<file path="src/rtl/mem_port_arbiter.sv">
// mem_port_arbiter: shares one single-ported memory between instruction fetch and the MEM stage.
//   clk, rst (async, active-low)
//   if_req/if_addr -> if_rdata/if_stall              fetch requester
//   d_rd/d_wr/d_addr/d_wdata -> d_rdata/d_stall      load/store requester
//   m_en/m_we/m_addr/m_wdata, m_rdata/m_ready        memory handshake
//   bus_err                                          watchdog abort pulse
//   MEM_ARB_STATS_EN adds fetch_wait_cnt and data_acc_cnt (saturating)
module mem_port_arbiter #(
  parameter int N  = 32,
  parameter int TO = 16
) (
  input  logic         clk,
  input  logic         rst,
  input  logic         if_req,
  input  logic [N-1:0] if_addr,
  output logic [N-1:0] if_rdata,
  output logic         if_stall,
  input  logic         d_rd,
  input  logic         d_wr,
  input  logic [N-1:0] d_addr,
  input  logic [N-1:0] d_wdata,
  output logic [N-1:0] d_rdata,
  output logic         d_stall,
  output logic         m_en,
  output logic         m_we,
  output logic [N-1:0] m_addr,
  output logic [N-1:0] m_wdata,
  input  logic [N-1:0] m_rdata,
  input  logic         m_ready,
  output logic         bus_err
`ifdef MEM_ARB_STATS_EN
  ,
  output logic [15:0]  fetch_wait_cnt,
  output logic [15:0]  data_acc_cnt
`endif
);
  localparam int CW = $clog2(TO);
  typedef enum logic [2:0] {IDLE, I_ACC, D_ACC, I_DONE, D_DONE} state_t;
  state_t state, state_n;
  logic [CW-1:0] cnt;
  logic d_req, acc, acc_n, enter, to, done, d_sel;
  assign d_req    = d_rd | d_wr;
  assign acc      = state == I_ACC || state == D_ACC;
  assign acc_n    = state_n == I_ACC || state_n == D_ACC;
  assign enter    = acc_n & ~acc;
  assign d_sel    = state_n == D_ACC;
  // Abort on the TO-th access cycle without an acknowledge
  assign to       = acc & ~m_ready & (cnt == CW'(TO - 1));
  assign done     = acc & (m_ready | to);
  assign bus_err  = to;
  assign if_stall = if_req & (state != I_DONE);
  assign d_stall  = d_req & (state != D_DONE);
  always_comb begin
    state_n = state;
    case (state)
      IDLE:    state_n = d_req ? D_ACC : if_req ? I_ACC : IDLE;
      I_ACC:   state_n = done ? I_DONE : I_ACC;
      D_ACC:   state_n = done ? D_DONE : D_ACC;
      I_DONE:  state_n = d_req ? D_ACC : IDLE;
      D_DONE:  state_n = if_req ? I_ACC : IDLE;
      default: state_n = IDLE;
    endcase
  end
  always_ff @(posedge clk or negedge rst)
    if (!rst) state <= IDLE;
    else state <= state_n;
  always_ff @(posedge clk or negedge rst)
    if (!rst) begin
      m_en     <= 1'b0;
      m_we     <= 1'b0;
      m_addr   <= '0;
      m_wdata  <= '0;
      if_rdata <= '0;
      d_rdata  <= '0;
      cnt      <= '0;
    end else if (enter) begin
      m_en    <= 1'b1;
      m_we    <= d_sel & d_wr;
      m_addr  <= d_sel ? d_addr : if_addr;
      m_wdata <= d_sel ? d_wdata : '0;
      cnt     <= '0;
    end else if (done) begin
      m_en <= 1'b0;
      m_we <= 1'b0;
      if (state == I_ACC) if_rdata <= m_ready ? m_rdata : '0;
      else if (!m_we) d_rdata <= m_ready ? m_rdata : '0;
    end else if (acc) cnt <= cnt + 1'b1;
`ifdef MEM_ARB_STATS_EN
  always_ff @(posedge clk or negedge rst)
    if (!rst) begin
      fetch_wait_cnt <= '0;
      data_acc_cnt   <= '0;
    end else begin
      if (if_stall && fetch_wait_cnt != 16'hFFFF) fetch_wait_cnt <= fetch_wait_cnt + 16'd1;
      if (state == D_DONE && data_acc_cnt != 16'hFFFF) data_acc_cnt <= data_acc_cnt + 16'd1;
    end
`endif
endmodule
</file>
<file path="config.mk">
export PLATFORM = sky130hd
export DESIGN_NAME = mem_port_arbiter
export DESIGN_NICKNAME = d
export VERILOG_FILES = /design/src/rtl/mem_port_arbiter.sv
export SDC_FILE = /design/constraint.sdc
export NUM_CORES = 1
export LEC_CHECK = 0
export CAP_MARGIN = 30
export CORE_MARGIN = 1
export CORE_UTILIZATION = 41
export CTS_CLUSTER_DIAMETER = 200
export CTS_CLUSTER_SIZE = 25
export DETAILED_ROUTE_END_ITERATION = 7
export DONT_BUFFER_PORTS = 1
export MAX_ROUTING_LAYER = met4
export PLACE_DENSITY = 0.63
export SYNTH_ARGS = -nofsm -noshare
export SYNTH_HDL_FRONTEND = slang
export SYNTH_SLANG_ARGS = --single-unit
</file>
<file path="constraint.sdc">
create_clock -name clk -period 4.9 [get_ports clk]
set_clock_uncertainty 0.2 [all_clocks]
set_input_delay 0.98 -clock clk [delete_from_list [all_inputs] [get_ports clk]]
set_output_delay 0.98 -clock clk [all_outputs]
set_load 0.05 [all_outputs]
</file>
* Word-level counts from Yosys, hierarchy flattened *
Cells that the tools add are included.

storage, ports and cells
  input bits = 134
  output and inout port bits = 133
  word-level logic and storage cells = 56
  bits in registers = 137

cells by class
  reduce and logical (&&, ||, !) cells = 8
  multiplexer cells = 15
  $add $sub $neg = 1
  bitwise operators = 14
  equality and inequality tests = 10

operators with widths
  kind                 number
  $mux 32              3
  $pmux 3 s5           1
  $mux 4               3
  $eq 3x2->1 const B   3
  $and 1x1->1          7
  $eq 3x1->1 const B   2
  $mux 3               2
  $not 1->1            5
  $add 4x1->4 const B  1
  $eq 4x4->1 const B   1
  $mux 1               4
  $mux 2               2
  $reduce_and 4->1     1
  $reduce_bool 2->1    2
  $eq 3x3->1 const B   1
  $logic_not 3->1      1
  $ne 3x2->1 const B   1
  $ne 3x3->1 const B   1
  $reduce_and 3->1     1
  $logic_or 1x1->1     2
  $ne 2x2->1 const B   1
  $or 1x1->1           2
  $reduce_and 2->1     1

* Depth between registers and ports, before layout *
  depth in word-level cells = 13
  gate-level depth with buffers = 7
  depth with buffers taken out = 4

* Least setup slack after synthesis *
OpenSTA, ideal clock, no wires.

  path type = input to output
  start point = in if_req
  end point = out if_stall
  buffers on the path = 0
  stages = 2
  data required time = 3.720 ns
  slack = 1.902 ns
  data arrival time = 1.818 ns
  path through = inv_1 a31oi_1

between the ends
  cells in the longest elaborated chain, start to end = 1

RTL lines
  what             RTL line  text
  start, declared  14        input logic if_req,
  $and 1x1->1      51        assign if_stall = if_req & (state != I_DONE);
  end, declared    17        output logic if_stall,

No other way between the ends.

* Worst setup path after layout *
  start point = reg state[0]
  end point = out bus_err

between the ends
  cells in the longest elaborated chain, start to end = 4
  elaborated cells on any way between the ends = 5
  classes of those cells = 2 x eq/ne; 2 x bitwise; 1 x reduce/logical

RTL lines
  what                                             RTL line  text
  start, declared                                  39        state_t state, state_n;
  start signal, assigned                           66        else state <= state_n;
  $eq 3x1->1 / $eq 3x2->1 (equally long branches)  43        assign acc = state == I_ACC || state == D_ACC;
  $logic_or 1x1->1 *                               43
  $and 1x1->1 * (2 in a row)                       48        assign to = acc & ~m_ready & (cnt == CW'(TO - 1));
  end, declared                                    30        output logic bus_err

Mark *: on every way between the ends. The rest lies on a longest branch, timed or not.

==> qor.yml <==
logic_synthesis:
  yosysSeqAreaShare_pct: 58.3
  syn_area_um2: 5880
  synthesis.nets: 575
  syn_inst: 440
  syn_area_per_cell_um2: 13.4
  synth_seq_cells: 137
  synth_enable_flop_cells: 0
  ys_warn_count: 0
  synthFlopType: "dfrtp_1"
  ys_types: 37
  synthArstFlopShare_pct: 100
clocking:
  cts_sinks: 137
  cts_resized: 0
  clk_pin_slew_ns: 0.06
  cts_buffer_depth: 2
  clock-root-buffer: "clkbuf_16"
  tritoncts: "yes"
  clk_latency_ns: 0.41
  hold_buffers: 0
  cts_setup_buffers: 0
  h-tree-depth: 4
  cts-buffers-inserted: 17
worst_setup_path:
  ff2ff_setup_slack_ns: 2.01
  r2r-end: "m_addr[28]"
  required_ns: 3.72
  crit_fanout: 12
  path_cells: "xor2_2 > nand3_1 > nor2_1"
  slowest_stage: "nor2_1"
  arrival_ns: 2.38
  r2r_start: "state[0]"
  crit_type: "flip-flop to output pin"
  ff2ff_path_depth: 4
  end_kind: "output pin"
  slowest_delay_ns: 0.76
  cp-start-kind: "flip-flop"
die:
  die_h_um: 122
  die_x_um: 122
  start_util_pct: 42.2
  die_area_um2: 14800
  coreArea_um2: 13900
  row_count: 43
  io_pins: 267
route:
  wl_met3_um: 1240
  top_layer: "met4"
  totalWireLength_um: 13400
  post-route-drc-count: 0
  met2_length_um: 6760
  wl_met1_um: 5150
  drtPass1Iterations: 4
  vias: 3538
  drt-initial-drc-count: 254
  wl_per_cell_um: 21.4
  ant_nets: 0
  viasPerCell: 5.65
final_layout:
  num-fill-cells: 1254
  final_cell_mix: "137 x dfrtp_1, 64 x a22o_1, 36 x mux2i_1"
  final_cell_area_um2: 6650
  diodes: 0
  synthToLayoutAreaGrowth_pct: 13.2
  layout-drive-gt1-share_pct: 22.9
  nNetsFinal: 570
  layout_commonest_cell: "dfrtp_1"
sta:
  setup_viol: 0
  finalWorstSetupSlack_ns: 1.34
  fmax_mhz: 281
  worst_pin_slew_ns: 0.964
  min_period_over_period_pct: 72.6
  slew_violations: 0
  rsz0062_at_grt: "no"
  tns_ns: 0
  slew_headroom_pct: 35.5
  period_needed_ns: 3.56
  hold_violations: 0
placement:
  placed_cell_area_um2: 6040
  globalplace.congestion: 0.722
  hpwl_um: 9380
  portBuffers: 0
  dp_slack_ns: 1.70
flow_run:
  max_cap_violations: 0
global_route:
  track_usage_pct: 18.9
  grt_pass1_wl_um: 20200
  grt_pass1_vias: 3700
  grt_overflow: 0
  grt_max_degree: 138
  antenna_found_initial: 0
worst_hold_path:
  hp-class: "primary input to async pin"
run_status:
  status: "finished, final reports clean"
==> kinds of logic (layout without fill, tap and decap cells) <==
family,Yosys count,count (layout),share of synthesized area [%]
fa+ha+maj,1,1,0.213
buf+inv,66,72,5.11
compound gates,80,80,11.5
simple gates,54,54,4.21
flops,137,137,58.3
mux,100,100,20.2
xor+xnor,2,2,0.426
==> per-layer routing <==
metal,GRT usage (%),up-vias
li1,-,1546
met1,21.1,1777
met2,30.6,193
met3,7.02,22
met4,7.33,0
met5,-,-
==> area by class of cell <==
type                       count  area [µm²]  area share [%]
clock buffer                  19         443            6.66
clock inverter                11         171            2.58
inverter                      35         131            1.97
multi-input combinational    237        2160            32.5
sequential                   137        3430            51.5
tap                          180         225            3.39
timing repair buffer           7        92.6            1.39
==> synth_stat cells, types with 2 or more instances <==
master | number | area (µm²)
mux2_4 | 29 | 435
o211ai_1 | 5 | 37.5
nand2_1 | 35 | 131
nand3b_1 | 2 | 15.0
nor4b_1 | 2 | 17.5
buf_6 | 3 | 33.8
and3_1 | 2 | 12.5
nand3_1 | 5 | 25.0
mux2i_1 | 36 | 360
buf_2 | 18 | 90.1
buf_4 | 2 | 15.0
clkbuf_1 | 8 | 30.0
mux2_2 | 32 | 360
nor2_1 | 2 | 7.51
inv_1 | 34 | 128
a31oi_1 | 3 | 18.8
a22o_1 | 64 | 561
dfrtp_1 | 137 | 3430
mux2_1 | 3 | 33.8
==> sequential cells by signal (all words and copies together), names as in the netlist <==
name      cells
cnt           4
d_rdata      32
if_rdata     32
m_addr       32
m_en          1
m_wdata      32
m_we          1
state         3
==> critical path, delay by kind of cell (launching register included) <==
family	cells	cell delay, ns
xor+xnor	1	0.45
simple gates	2	0.92
flops	1	0.59
==> worst max-delay path by stage <==
stage / startpoint / to / cells after the start
2_1_floorplan: if_req / if_stall / 2
3_3_place_gp: d_wr / m_addr[28] / 4
3_5_place_dp: d_wr / m_addr[29] / 4
4_1_cts: state[0] / bus_err / 3
5_1_grt: state[0] / bus_err / 3
6_report: state[0] / bus_err / 3
==> per-stage QoR <==
stage / std cells / utilization (%) / hold WS [ns]
global placement: 594 / 42.9 / 0.304
global route: 626 / 47.7 / 0.0298
floorplan: 440 / - / 0.274
finish: 626 / 47.7 / 0.0571
detailed placement: 596 / 43.3 / 0.313
CTS: 626 / 47.7 / 0.0343
Power is left out: the tool's default activity adds up to more than one toggle a clock period on the data nets, which glitch-free logic cannot reach.
